==> config.mk <==
export PLATFORM = sky130hd
export DESIGN_NAME = led_blinker_multi
export DESIGN_NICKNAME = d
export VERILOG_FILES = /design/src/rtl/led_blinker_multi.sv
export SDC_FILE = /design/constraint.sdc
export NUM_CORES = 1
export LEC_CHECK = 0
export BUFFER_PORTS_ARGS = -buffer_cell sky130_fd_sc_hd__buf_2
export CAP_MARGIN = 20
export CORE_UTILIZATION = 60
export CTS_BUF_LIST = sky130_fd_sc_hd__clkbuf_4 sky130_fd_sc_hd__clkbuf_8 sky130_fd_sc_hd__clkbuf_16
export CTS_CLUSTER_DIAMETER = 120
export DETAILED_ROUTE_END_ITERATION = 7
export PLACE_DENSITY = 0.78
export SLEW_MARGIN = 20
export SYNTH_ARGS = -nofsm -noshare
export SYNTH_HDL_FRONTEND = slang
export SYNTH_SLANG_ARGS = --single-unit
export TNS_END_PERCENT = 10
==> constraint.sdc <==
create_clock -name clk -period 7.3 [get_ports clk]
set_clock_uncertainty 0.15 [all_clocks]
set_input_delay 0.73 -clock clk [delete_from_list [all_inputs] [get_ports clk]]
set_output_delay 0.73 -clock clk [all_outputs]
set_load 0.005 [all_outputs]
==> src/rtl/led_blinker_multi.sv <==
// N-channel LED driver: a shared prescaler produces a slow tick, and each channel runs
// its own OFF / ON / BLINK / ONESHOT mode with a runtime-programmable period in ticks.
module led_blinker_multi #(
  parameter int unsigned NUM_CH       = 4,
  parameter int unsigned CLK_HZ       = 50_000_000,
  parameter int unsigned TICK_HZ      = 1000,
  parameter int unsigned PER_W        = 16,
  parameter int unsigned RESET_MODE   = 2,
  parameter int unsigned RESET_PERIOD = 500,
  parameter int unsigned ACTIVE_LOW   = 0
) (
  input  logic              clk,
  input  logic              rst,
  input  logic              cfg_we,
  input  logic [4:0]        cfg_ch,
  input  logic [1:0]        cfg_mode,
  input  logic [PER_W-1:0]  cfg_period,
  output logic              cfg_err,
  output logic              tick,
  output logic [NUM_CH-1:0] done,
  output logic [NUM_CH-1:0] led
);

  localparam int unsigned TICK_DIV = CLK_HZ / TICK_HZ;
  localparam int unsigned PRE_W    = $clog2(TICK_DIV);

  localparam logic [PRE_W-1:0] PreLast = PRE_W'(TICK_DIV - 1);
  localparam logic             Inv     = (ACTIVE_LOW != 0);
  localparam logic [PER_W-1:0] RstPer  = PER_W'(RESET_PERIOD);

  typedef enum logic [1:0] {
    ModeOff     = 2'd0,
    ModeOn      = 2'd1,
    ModeBlink   = 2'd2,
    ModeOneshot = 2'd3
  } mode_e;

  localparam mode_e RstMode = mode_e'(2'(RESET_MODE));

  logic [PRE_W-1:0] presc_q;

  // Prescaler, registered tick and out-of-range write flag.
  always_ff @(posedge clk or posedge rst) begin
    if (rst) begin
      presc_q <= '0;
      tick    <= 1'b0;
      cfg_err <= 1'b0;
    end else begin
      tick    <= (presc_q == PreLast);
      presc_q <= (presc_q == PreLast) ? '0 : presc_q + 1'b1;
      cfg_err <= cfg_we && (32'(cfg_ch) >= NUM_CH);
    end
  end

  for (genvar i = 0; i < NUM_CH; i++) begin : g_ch
    mode_e            mode_q, mode_d;
    logic [PER_W-1:0] per_q, per_d;
    logic [PER_W-1:0] cnt_q, cnt_d;
    logic [PER_W-1:0] eff_p;
    logic             st_q, st_d;
    logic             done_q, done_d;
    logic             led_q;
    logic             wr_hit;
    logic             at_last;

    assign wr_hit  = cfg_we && (cfg_ch == 5'(i));
    // A programmed period of 0 behaves as 1 so the counter never runs the full range.
    assign eff_p   = (per_q == '0) ? PER_W'(1) : per_q;
    assign at_last = (cnt_q == eff_p - PER_W'(1));

    // Next-state: a write takes precedence over a coincident tick for this channel.
    always_comb begin
      mode_d = mode_q;
      per_d  = per_q;
      cnt_d  = cnt_q;
      st_d   = st_q;
      done_d = 1'b0;
      if (wr_hit) begin
        mode_d = mode_e'(cfg_mode);
        per_d  = cfg_period;
        cnt_d  = '0;
        st_d   = (cfg_mode != 2'd0);
      end else if (tick) begin
        unique case (mode_q)
          ModeBlink: begin
            if (at_last) begin
              cnt_d = '0;
              st_d  = ~st_q;
            end else begin
              cnt_d = cnt_q + PER_W'(1);
            end
          end
          ModeOneshot: begin
            if (at_last) begin
              cnt_d  = '0;
              st_d   = 1'b0;
              mode_d = ModeOff;
              done_d = 1'b1;
            end else begin
              cnt_d = cnt_q + PER_W'(1);
            end
          end
          ModeOff, ModeOn: cnt_d = '0;
        endcase
      end
    end

    // Channel state; the pin register follows the next logical state directly.
    always_ff @(posedge clk or posedge rst) begin
      if (rst) begin
        mode_q <= RstMode;
        per_q  <= RstPer;
        cnt_q  <= '0;
        st_q   <= 1'b0;
        done_q <= 1'b0;
        led_q  <= Inv;
      end else begin
        mode_q <= mode_d;
        per_q  <= per_d;
        cnt_q  <= cnt_d;
        st_q   <= st_d;
        done_q <= done_d;
        led_q  <= st_d ^ Inv;
      end
    end

    assign done[i] = done_q;
    assign led[i]  = led_q;
  end

endmodule
==> flow_metrics.py, run 1 <==
metrics = {
    "run_status": {
        "status": "completed",
    },
    "setup_path": {
        "rrSetupSlack_ps": 2680,
        "critical_path_buf_inv_count": 1,
        "critPathMaxFanout": 16,
        "rr_worst_depth": 13,
        "worstPathArrival_ps": 4790,
        "timing.rr.end": "g_ch[3].cnt_q[10]$_DFFE_PP0P_",
        "path_class": "reg -> reg",
        "required_ps": 7460,
        "cp-start-kind": "register",
        "critPathMaxStageDelay_ps": 660,
        "crit_top_cell": "a21oi_1",
        "crit_family": "simple AND/OR/NAND/NOR gates",
        "crit_cells": 13,
        "r2r_start": "g_ch[3].per_q[11]$_DFFE_PP0P_",
        "worstSetupEndpointType": "register",
        "cp_cell_sequence": "or4_1 -> nor4b_1 -> a21oi_1 -> ha_1 -> nor3b_1 -> xnor2_1 -> nor3_1 -> o211ai_1 -> a2111oi_0 -> a21oi_1 -> buf_4 -> and3_1 -> a221o_1",
        "cp_slowest_cell": "or4_1",
    },
    "clock_network": {
        "cts_tree": "done",
        "htree_num_levels": 4,
        "numCtsBuffers": 17,
        "post_cts_resized": 0,
        "post-cts-setup-buffers": 0,
        "clock_path_buffers": 2,
        "clk_pin_slew_ps": 60,
        "cts_hold_buf": 0,
        "cts_root_buf": "clkbuf_16",
        "clock_sinks": 162,
        "worstSkewPairLatency_ps": 430,
    },
    "yosys": {
        "synth_edf_count": 0,
        "ys_seq_area_share_pct": 41.3,
        "synth_nets": 1198,
        "syn_inst": 1163,
        "syn_avg_cell_area_um2": 8.51,
        "synthFlopType": "dfrtp_1",
        "yosysWarnings": 0,
        "async_flop_share_pct": 100,
        "yosysUniqueCellTypes": 71,
        "syn_area_um2": 9890,
        "ys_ff_latch": 162,
    },
    "final_layout": {
        "layout_commonest_cell": "nand2_1",
        "post-route-util_pct": 67.1,
        "synthToLayoutAreaGrowth_pct": 8.58,
        "nets": 1210,
        "final_cells": 1404,
        "layout-drive-gt1-share_pct": 12.5,
        "antennaDiodeCount": 0,
        "mostFrequentLayoutCells": "nand2_1 (230), dfrtp_1 (134), nor2_1 (82), nand3_1 (69), o21ai_0 (57)",
    },
    "sta": {
        "min_period_over_period_pct": 63.3,
        "tightestPinTransition_ps": 1030,
        "rsz0062_at_grt": "no",
        "setup_slack_ps": 2680,
        "setup_violations": 0,
        "fmax_mhz": 216,
        "tns_ps": 0,
        "period_needed_ps": 4620,
        "drv_slew": 0,
        "finalHoldViolCount": 0,
        "slew_headroom_pct": 31.3,
    },
    "placement": {
        "dp.cells": 1372,
        "place_ws_ps": 2810,
        "dpl.hpwl_mm": 16.9,
        "port_buffers": 35,
        "gp_congestion": 0.936,
    },
    "die": {
        "io_pins": 36,
        "start_util_pct": 61.8,
        "core_region_area_um2": 16000,
        "die_h_um": 130,
        "die_w_um": 130,
        "rows": 46,
        "die_area_um2": 17000,
    },
    "grt": {
        "use_met3_pct": 5.25,
        "grt_max_degree": 87,
        "grt_pass1_wl_mm": 38.7,
        "gr-total-overflow": 0,
        "grt_pass1_vias": 7795,
        "busiest_layer": "met2",
        "grtUsageMet1_pct": 39.7,
        "grt_util_all_layers_pct": 29.3,
        "antenna_found_initial": 0,
        "gr-usage-met2_pct": 47.8,
    },
    "route": {
        "wl_per_cell_um": 17.1,
        "drt_iter0_drc": 760,
        "route.final.wire_length_mm": 24.0,
        "final_antenna_net_count": 0,
        "vias_per_cell": 6.18,
        "first_pass_iters": 5,
        "drc": 0,
        "vias": 8680,
    },
    "power_and_ir_drop": {
        "powerDensity_nw_per_um2": 241,
        "p_leak_nw": 4.64,
        "power_mw": 2.59,
        "irDropWorstVdd_uv": 208,
    },
    "job": {
        "cap_violations": 0,
    },
    "hold_path": {
        "hp-class": "in -> async",
    },
}
==> layout make-up <==
cell class	count	area, um2
multi-input combinational	921	5460
fill	1376	5260
sequential	162	4090
clock buffer	22	475
tap	216	270
timing repair buffer	46	258
inverter	27	106
clock inverter	10	78.8
==> cell usage after synthesis, types with 8 or more instances <==
cell type	count	area [um2]
o21ai_0	57	285
a211oi_1	9	67.6
inv_1	27	101
dfrtp_1	134	3350
ha_1	9	113
a31oi_1	11	68.8
nand2b_1	15	93.8
mux2_2	17	191
nand2_1	230	863
buf_4	9	67.6
and3_1	17	106
nand3_1	69	345
or3_1	17	106
or2_2	13	81.3
o31ai_1	10	75.1
nor4_1	22	138
a221o_1	15	150
a21oi_1	32	160
nand3b_1	9	67.6
nor3_1	41	205
dfstp_2	28	736
nor2b_1	10	62.6
xor2_1	36	315
nand4_1	25	156
nor4b_1	8	70.1
and2_1	10	62.6
clkbuf_1	39	146
nor2_1	82	308
xnor2_1	50	438
o211ai_1	8	60.1
or4_1	14	105
==> kinds of logic after synthesis <==
family	after synthesis	share of synthesized area, %
buffers and inverters	80	3.54
AO/OA/AOI/OAI	197	13.5
flip-flops	162	41.3
XOR/XNOR	87	7.84
AND/OR/NAND/NOR	606	30.3
multiplexers	22	2.44
adder cells (fa/ha/maj)	9	1.14
==> report_power, final <==
part           internal, mW  total [mW]  leakage [nW]  switching, mW
logic                 0.256       0.589          2.32          0.333
registers              1.02        1.17          2.06          0.150
clock network         0.466       0.837         0.263          0.371
==> stage by stage <==
stage	instance area [um2]	hold WS, ps
2_1_floorplan	9890	306
3_5_place_dp	10200	331
4_1_cts	10700	328
3_3_place_gp	10200	322
6_report	10700	299
5_1_grt	10700	358
==> sequential cells by signal (all words and copies together), names as in the netlist <==
signal,cells
tick,1
g_ch.mode_q,8
presc_q,16
g_ch.cnt_q,64
cfg_err,1
g_ch.done_q,4
g_ch.per_q,64
g_ch.led_q,4
==> worst max path at each step <==
stage	startpoint	endpoint	slack (ps)
after floorplan	rst	cfg_err$_DFF_PP0_	2090
after global placement	g_ch[3].per_q[11]$_DFFE_PP0P_	g_ch[3].cnt_q[10]$_DFFE_PP0P_	2990
after detailed placement	g_ch[3].per_q[11]$_DFFE_PP0P_	g_ch[3].cnt_q[10]$_DFFE_PP0P_	2810
after CTS	g_ch[3].per_q[11]$_DFFE_PP0P_	g_ch[3].cnt_q[10]$_DFFE_PP0P_	2750
after global routing	g_ch[3].per_q[11]$_DFFE_PP0P_	g_ch[3].cnt_q[10]$_DFFE_PP0P_	2500
final	g_ch[3].per_q[11]$_DFFE_PP0P_	g_ch[3].cnt_q[10]$_DFFE_PP0P_	2680
==> metal layers <==
| layer | up-vias | share of wire, % |
|---|---|---|
| met4 | 0 | 1.8 |
| met3 | 39 | 5.8 |
| met1 | 4188 | 45 |
| li1 | 4186 | - |
| met5 | - | 0 |
| met2 | 267 | 47 |
Note: power is estimated with default switching activity, not from simulation.
==> run 2: changes to the inputs <==
Settings changed: CORE_UTILIZATION 60 to 57, PLACE_DENSITY 0.78 to 0.77.
Clock period 7.3 ns to 4.1 ns, I/O delays scaled along.
==> flow_metrics.py, run 2 (same netlist as run 1, synthesis figures left out) <==
metrics = {
    "sta": {
        "setup_violations": 0,
        "hold_ws_ps": 47.9,
        "slew_headroom_pct": 30.5,
        "tightestPinTransition_ps": 1040,
        "min_period_over_period_pct": 96.1,
        "finalHoldViolCount": 0,
        "tns_ps": 0,
        "period_needed_ps": 3940,
        "drv_slew": 0,
        "setup_slack_ps": 161,
        "fmax_mhz": 254,
    },
    "setup_path": {
        "critPathMaxStageDelay_ps": 580,
        "required_ps": 4260,
        "critPathMaxFanout": 10,
        "worstPathArrival_ps": 4100,
        "crit_family": "simple AND/OR/NAND/NOR gates",
        "cp_cell_sequence": "or4_1 -> nor3_2 -> a31oi_1 -> ha_2 -> o311ai_0 -> and2_1 -> or4bb_1 -> nor4_4 -> buf_4 -> buf_6 -> nor4_1 -> a221o_1",
        "cp-start-kind": "register",
        "critical_path_buf_inv_count": 2,
        "worstSetupEndpointType": "register",
        "path_class": "reg -> reg",
        "cp_slowest_cell": "or4_1",
    },
    "grt": {
        "grt_max_degree": 116,
        "antenna_found_initial": 0,
        "grt_pass1_wl_mm": 40.2,
        "grt_util_all_layers_pct": 28.4,
        "gr-total-overflow": 0,
        "grt_pass1_vias": 8068,
    },
    "die": {
        "core_region_area_um2": 16800,
        "io_pins": 36,
        "die_w_um": 134,
        "die_h_um": 134,
        "die_area_um2": 17900,
        "start_util_pct": 59.0,
        "rows": 47,
    },
    "route": {
        "drt_iter0_drc": 801,
        "top_layer": "met4",
        "final_antenna_net_count": 0,
        "wl_met1_mm": 11.2,
        "wl_per_cell_um": 17.3,
        "met3WireLength_mm": 1.34,
        "dr_wl_met2_mm": 11.9,
        "vias": 8817,
        "vias_per_cell": 6.11,
        "route.final.wire_length_mm": 24.9,
        "drc": 0,
        "first_pass_iters": 7,
    },
    "hold_path": {
        "hp-class": "in -> reg",
    },
    "final_layout": {
        "fillCellCount": 1367,
        "synthToLayoutAreaGrowth_pct": 12.8,
        "nets": 1245,
        "layout_commonest_cell": "nand2_1",
        "reg_top3": "g_ch.cnt_q (64), g_ch.per_q (64), presc_q (16)",
        "antennaDiodeCount": 0,
        "stdcell_area_um2": 11200,
        "mostFrequentLayoutCells": "nand2_1 (230), dfrtp_1 (134), nor2_1 (82), nand3_1 (69), o21ai_0 (57)",
        "layout-drive-gt1-share_pct": 15.4,
    },
    "clock_network": {
        "cts_tree": "done",
        "worstSkewPairLatency_ps": 430,
        "htree_num_levels": 4,
        "clock_sinks": 162,
        "cts_root_buf": "clkbuf_16",
        "clock_path_buffers": 2,
        "numCtsBuffers": 17,
        "clk_pin_slew_ps": 60,
    },
    "placement": {
        "gp_congestion": 0.957,
        "port_buffers": 35,
        "dpl.hpwl_mm": 17.3,
        "place_area_um2": 10400,
        "place_ws_ps": -225,
    },
    "power_and_ir_drop": {
        "clkPwrFrac_pct": 34.5,
        "powerDensity_nw_per_um2": 442,
        "swShare_pct": 31.1,
        "p_leak_nw": 4.87,
        "irDropWorstVdd_uv": 339,
        "combPwrFrac_pct": 24.1,
        "p_seq_share_pct": 41.4,
        "power.switching_mw": 1.53,
        "intPower_mw": 3.39,
    },
    "job": {
        "cap_violations": 0,
    },
    "run_status": {
        "status": "completed",
    },
}
run 2: changes by cell type in the layout (fill, tap and decap cells not counted), moves of 3 or more:
cell and change:
clkbuf_8 +4, buf_6 +3, clkbuf_4 -3, clkinv_2 +3, buf_4 +30, bufinv_16 +3
clkinv_4 -4
run 2: metal layers:
metal,global-route usage (%),vias to the layer above
met4,8.78,0
met3,4.38,41
met2,46.3,265
met1,38.9,4255
li1,-,4256
met5,0,-
run 2: power groups by stage:
stage / sequential (mW) / clock, mW / combinational (mW)
finish: 2.04 / 1.70 / 1.19
global route: 2.06 / 1.78 / 1.31
CTS: 2.03 / 1.72 / 1.16
detailed placement: 2.06 / 0 / 1.14
global placement: 2.05 / 0 / 1.11
floorplan: 1.99 / 0 / 0.865
run 2: repair_timing:
action / in CTS / in global routing
gates resized for setup: 2 / 10
endpoints found under the hold margin: 16 / 0
cloned: 0 / 0
hold buffers: 1 / 0
pin swaps: 0 / 3
setup endpoints to repair: 19 / 38
buffers inserted: 0 / 2
run 2: area by class of cell:
class / count / area (um2) / share of cell area, %
tap: 220 / 275 / 2.47
multi-input combinational: 921 / 5510 / 49.4
clock buffer: 23 / 508 / 4.55
clock inverter: 9 / 125 / 1.12
timing repair buffer: 81 / 547 / 4.90
sequential: 162 / 4090 / 36.6
inverter: 27 / 105 / 0.942
run 2: per-stage QoR:
step	total power, mW	util (%)	std cells
floorplan	2.86	-	1163
finish	4.93	66.6	1443
CTS	4.91	66.2	1440
global route	5.15	66.6	1443
detailed placement	3.20	62.3	1407
global placement	3.16	62.2	1406
run 2: final timing paths:
check / cells after the start / slack, ps / startpoint / end
worst max-delay path: 12 / 160 / g_ch[1].per_q[3]$_DFFE_PP0P_ / g_ch[1].cnt_q[6]$_DFFE_PP0P_
worst min-delay path: 3 / 50 / cfg_mode[1] / g_ch[0].mode_q[1]$_DFFE_PP1P_
worst max register to register: 12 / 160 / g_ch[1].per_q[3]$_DFFE_PP0P_ / g_ch[1].cnt_q[6]$_DFFE_PP0P_
worst min register to register: 2 / 340 / g_ch[1].per_q[7]$_DFFE_PP1P_ / g_ch[1].per_q[7]$_DFFE_PP1P_
max in group asynchronous: 4 / 2510 / rst / g_ch[1].done_q$_DFF_PP0_
min in group asynchronous: 3 / 370 / rst / g_ch[3].cnt_q[10]$_DFFE_PP0P_
run 2: worst reg2reg max path, cell delays in order, from the launching register on:
cell and delay [ps]:
dfrtp_1 460, or4_1 580, nor3_2 200, a31oi_1 100, ha_2 240, o311ai_0 510, and2_1 200, or4bb_1 450
nor4_4 280, buf_4 180, buf_6 140, nor4_1 60, a221o_1 280
==> run 3: changes to the inputs <==
Settings changed: ABC_CLOCK_PERIOD_IN_PS from default to 4100, CORE_UTILIZATION 57 to 32, PLACE_DENSITY 0.77 to default.
==> flow_metrics.py, run 3 (same netlist as run 1, synthesis figures left out) <==
metrics = {
    "route": {
        "wl_per_cell_um": 16.1,
        "vias_per_cell": 5.34,
        "drt_iter0_drc": 691,
        "route.final.wire_length_mm": 25.9,
        "drc": 0,
        "first_pass_iters": 6,
        "final_antenna_net_count": 0,
        "vias": 8619,
    },
    "grt": {
        "grt_pass1_wl_mm": 42.0,
        "grt_max_degree": 163,
        "grt_pass1_vias": 8007,
        "gr-total-overflow": 0,
        "antenna_found_initial": 1,
        "grt_util_all_layers_pct": 16.8,
    },
    "final_layout": {
        "synthToLayoutAreaGrowth_pct": 14.2,
        "layout_commonest_cell": "nand2_1",
        "stdcell_area_um2": 11300,
        "reg_top3": "g_ch.cnt_q (64), g_ch.per_q (64), presc_q (16)",
        "nets": 1239,
        "layout-drive-gt1-share_pct": 14.9,
        "mostFrequentLayoutCells": "nand2_1 (230), dfrtp_1 (134), nor2_1 (82), nand3_1 (69), o21ai_0 (57)",
        "final_cells": 1615,
        "post-route-util_pct": 37.0,
    },
    "clock_network": {
        "cts_tree": "done",
        "worstSkewPairLatency_ps": 430,
        "clock_sinks": 162,
        "cts_hold_buf": 0,
        "post-cts-setup-buffers": 0,
        "clk_pin_slew_ps": 70,
        "clock_path_buffers": 2,
        "cts_root_buf": "clkbuf_16",
        "htree_num_levels": 4,
        "numCtsBuffers": 17,
    },
    "hold_path": {
        "hp-class": "in -> async",
    },
    "setup_path": {
        "path_class": "reg -> reg",
        "worstSetupEndpointType": "register",
        "required_ps": 4260,
        "cp-start-kind": "register",
        "r2r_start": "g_ch[0].per_q[4]$_DFFE_PP1P_",
        "critPathMaxFanout": 19,
        "critPathLaunch": "g_ch[0].per_q[4]$_DFFE_PP1P_",
        "worstPathArrival_ps": 4040,
    },
    "sta": {
        "setup_slack_ps": 219,
        "setup_violations": 0,
        "min_period_over_period_pct": 94.7,
        "tightestPinTransition_ps": 1070,
        "fmax_mhz": 258,
        "finalHoldViolCount": 0,
        "rsz0062_at_grt": "yes",
        "slew_headroom_pct": 28.1,
        "drv_slew": 0,
        "hold_ws_ps": 58.1,
        "period_needed_ps": 3880,
    },
    "die": {
        "io_pins": 36,
        "die_w_um": 178,
        "start_util_pct": 32.4,
        "rows": 64,
        "core_region_area_um2": 30500,
        "die_h_um": 178,
        "die_area_um2": 31600,
    },
    "placement": {
        "port_buffers": 35,
        "dp.cells": 1580,
        "dpl.hpwl_mm": 18.2,
        "place_area_um2": 10600,
        "place_ws_ps": 116,
        "gp_congestion": 0.893,
    },
    "run_status": {
        "status": "completed",
    },
    "job": {
        "cap_violations": 0,
    },
    "power_and_ir_drop": {
        "irDropWorstVdd_uv": 282,
        "powerDensity_nw_per_um2": 434,
        "p_leak_nw": 4.83,
    },
}
## run 3: layout make-up
class / instances / area [um2]
Inverter: 27 / 105
Clock buffer: 21 / 474
Multi-Input combinational cell: 921 / 5490
Tap cell: 396 / 495
Timing Repair Buffer: 75 / 492
Clock inverter: 11 / 151
Sequential cell: 162 / 4090
Fill cell: 3068 / 19200
Antenna cell: 2 / 5.00
## run 3: critical path, stage by stage (launching register included)
cell and delay, ps:
dfstp_2 600, or3_1 200, nor3_1 90, a21oi_1 170
ha_1 230, or3b_1 470, or3_1 420, nor4b_1 310
nor3_1 80, a21oi_1 280, a21oi_1 120, buf_4 210
and3_1 180, a221o_1 260
## run 3: final timing paths
check | to | slack [ps] | cells past startpoint
max in group asynchronous | presc_q[2]$_DFF_PP0_ | 3050 | 3
min in group clk | g_ch[0].mode_q[1]$_DFFE_PP1P_ | 60 | 3
worst max register to register | g_ch[0].cnt_q[5]$_DFFE_PP0P_ | 220 | 13
worst max-delay path | g_ch[0].cnt_q[5]$_DFFE_PP0P_ | 220 | 13
worst min register to register | g_ch[3].per_q[4]$_DFFE_PP1P_ | 330 | 2
worst min-delay path | g_ch[3].cnt_q[12]$_DFFE_PP0P_ | 60 | 3
## run 3: where the power goes
part / leakage (nW) / total, mW / switching, mW / internal [mW]
clock: 0.307 / 1.70 / 0.678 / 1.02
combinational: 2.47 / 1.17 / 0.644 / 0.521
sequential: 2.06 / 2.05 / 0.239 / 1.81
## run 3: timing repair
item	CTS	global route
setup endpoints to repair	1	40
resized for setup	1	6
pin swaps	0	0
## run 3: per-stage QoR
| step | TNS, ps | power, mW |
|---|---|---|
| floorplan | 0 | 2.86 |
| global placement | 0 | 3.18 |
| detailed placement | 0 | 3.20 |
| CTS | 0 | 4.93 |
| global route | -26.5 | 5.19 |
| finish | 0 | 4.91 |
## run 3: metal layers
metal	vias up	GRT usage, %	wire length (um)
met5	-	0	0
met4	0	4.67	420
met3	33	2.85	1130
met2	175	27.2	12100
met1	4183	23.1	12300
li1	4228	-	-
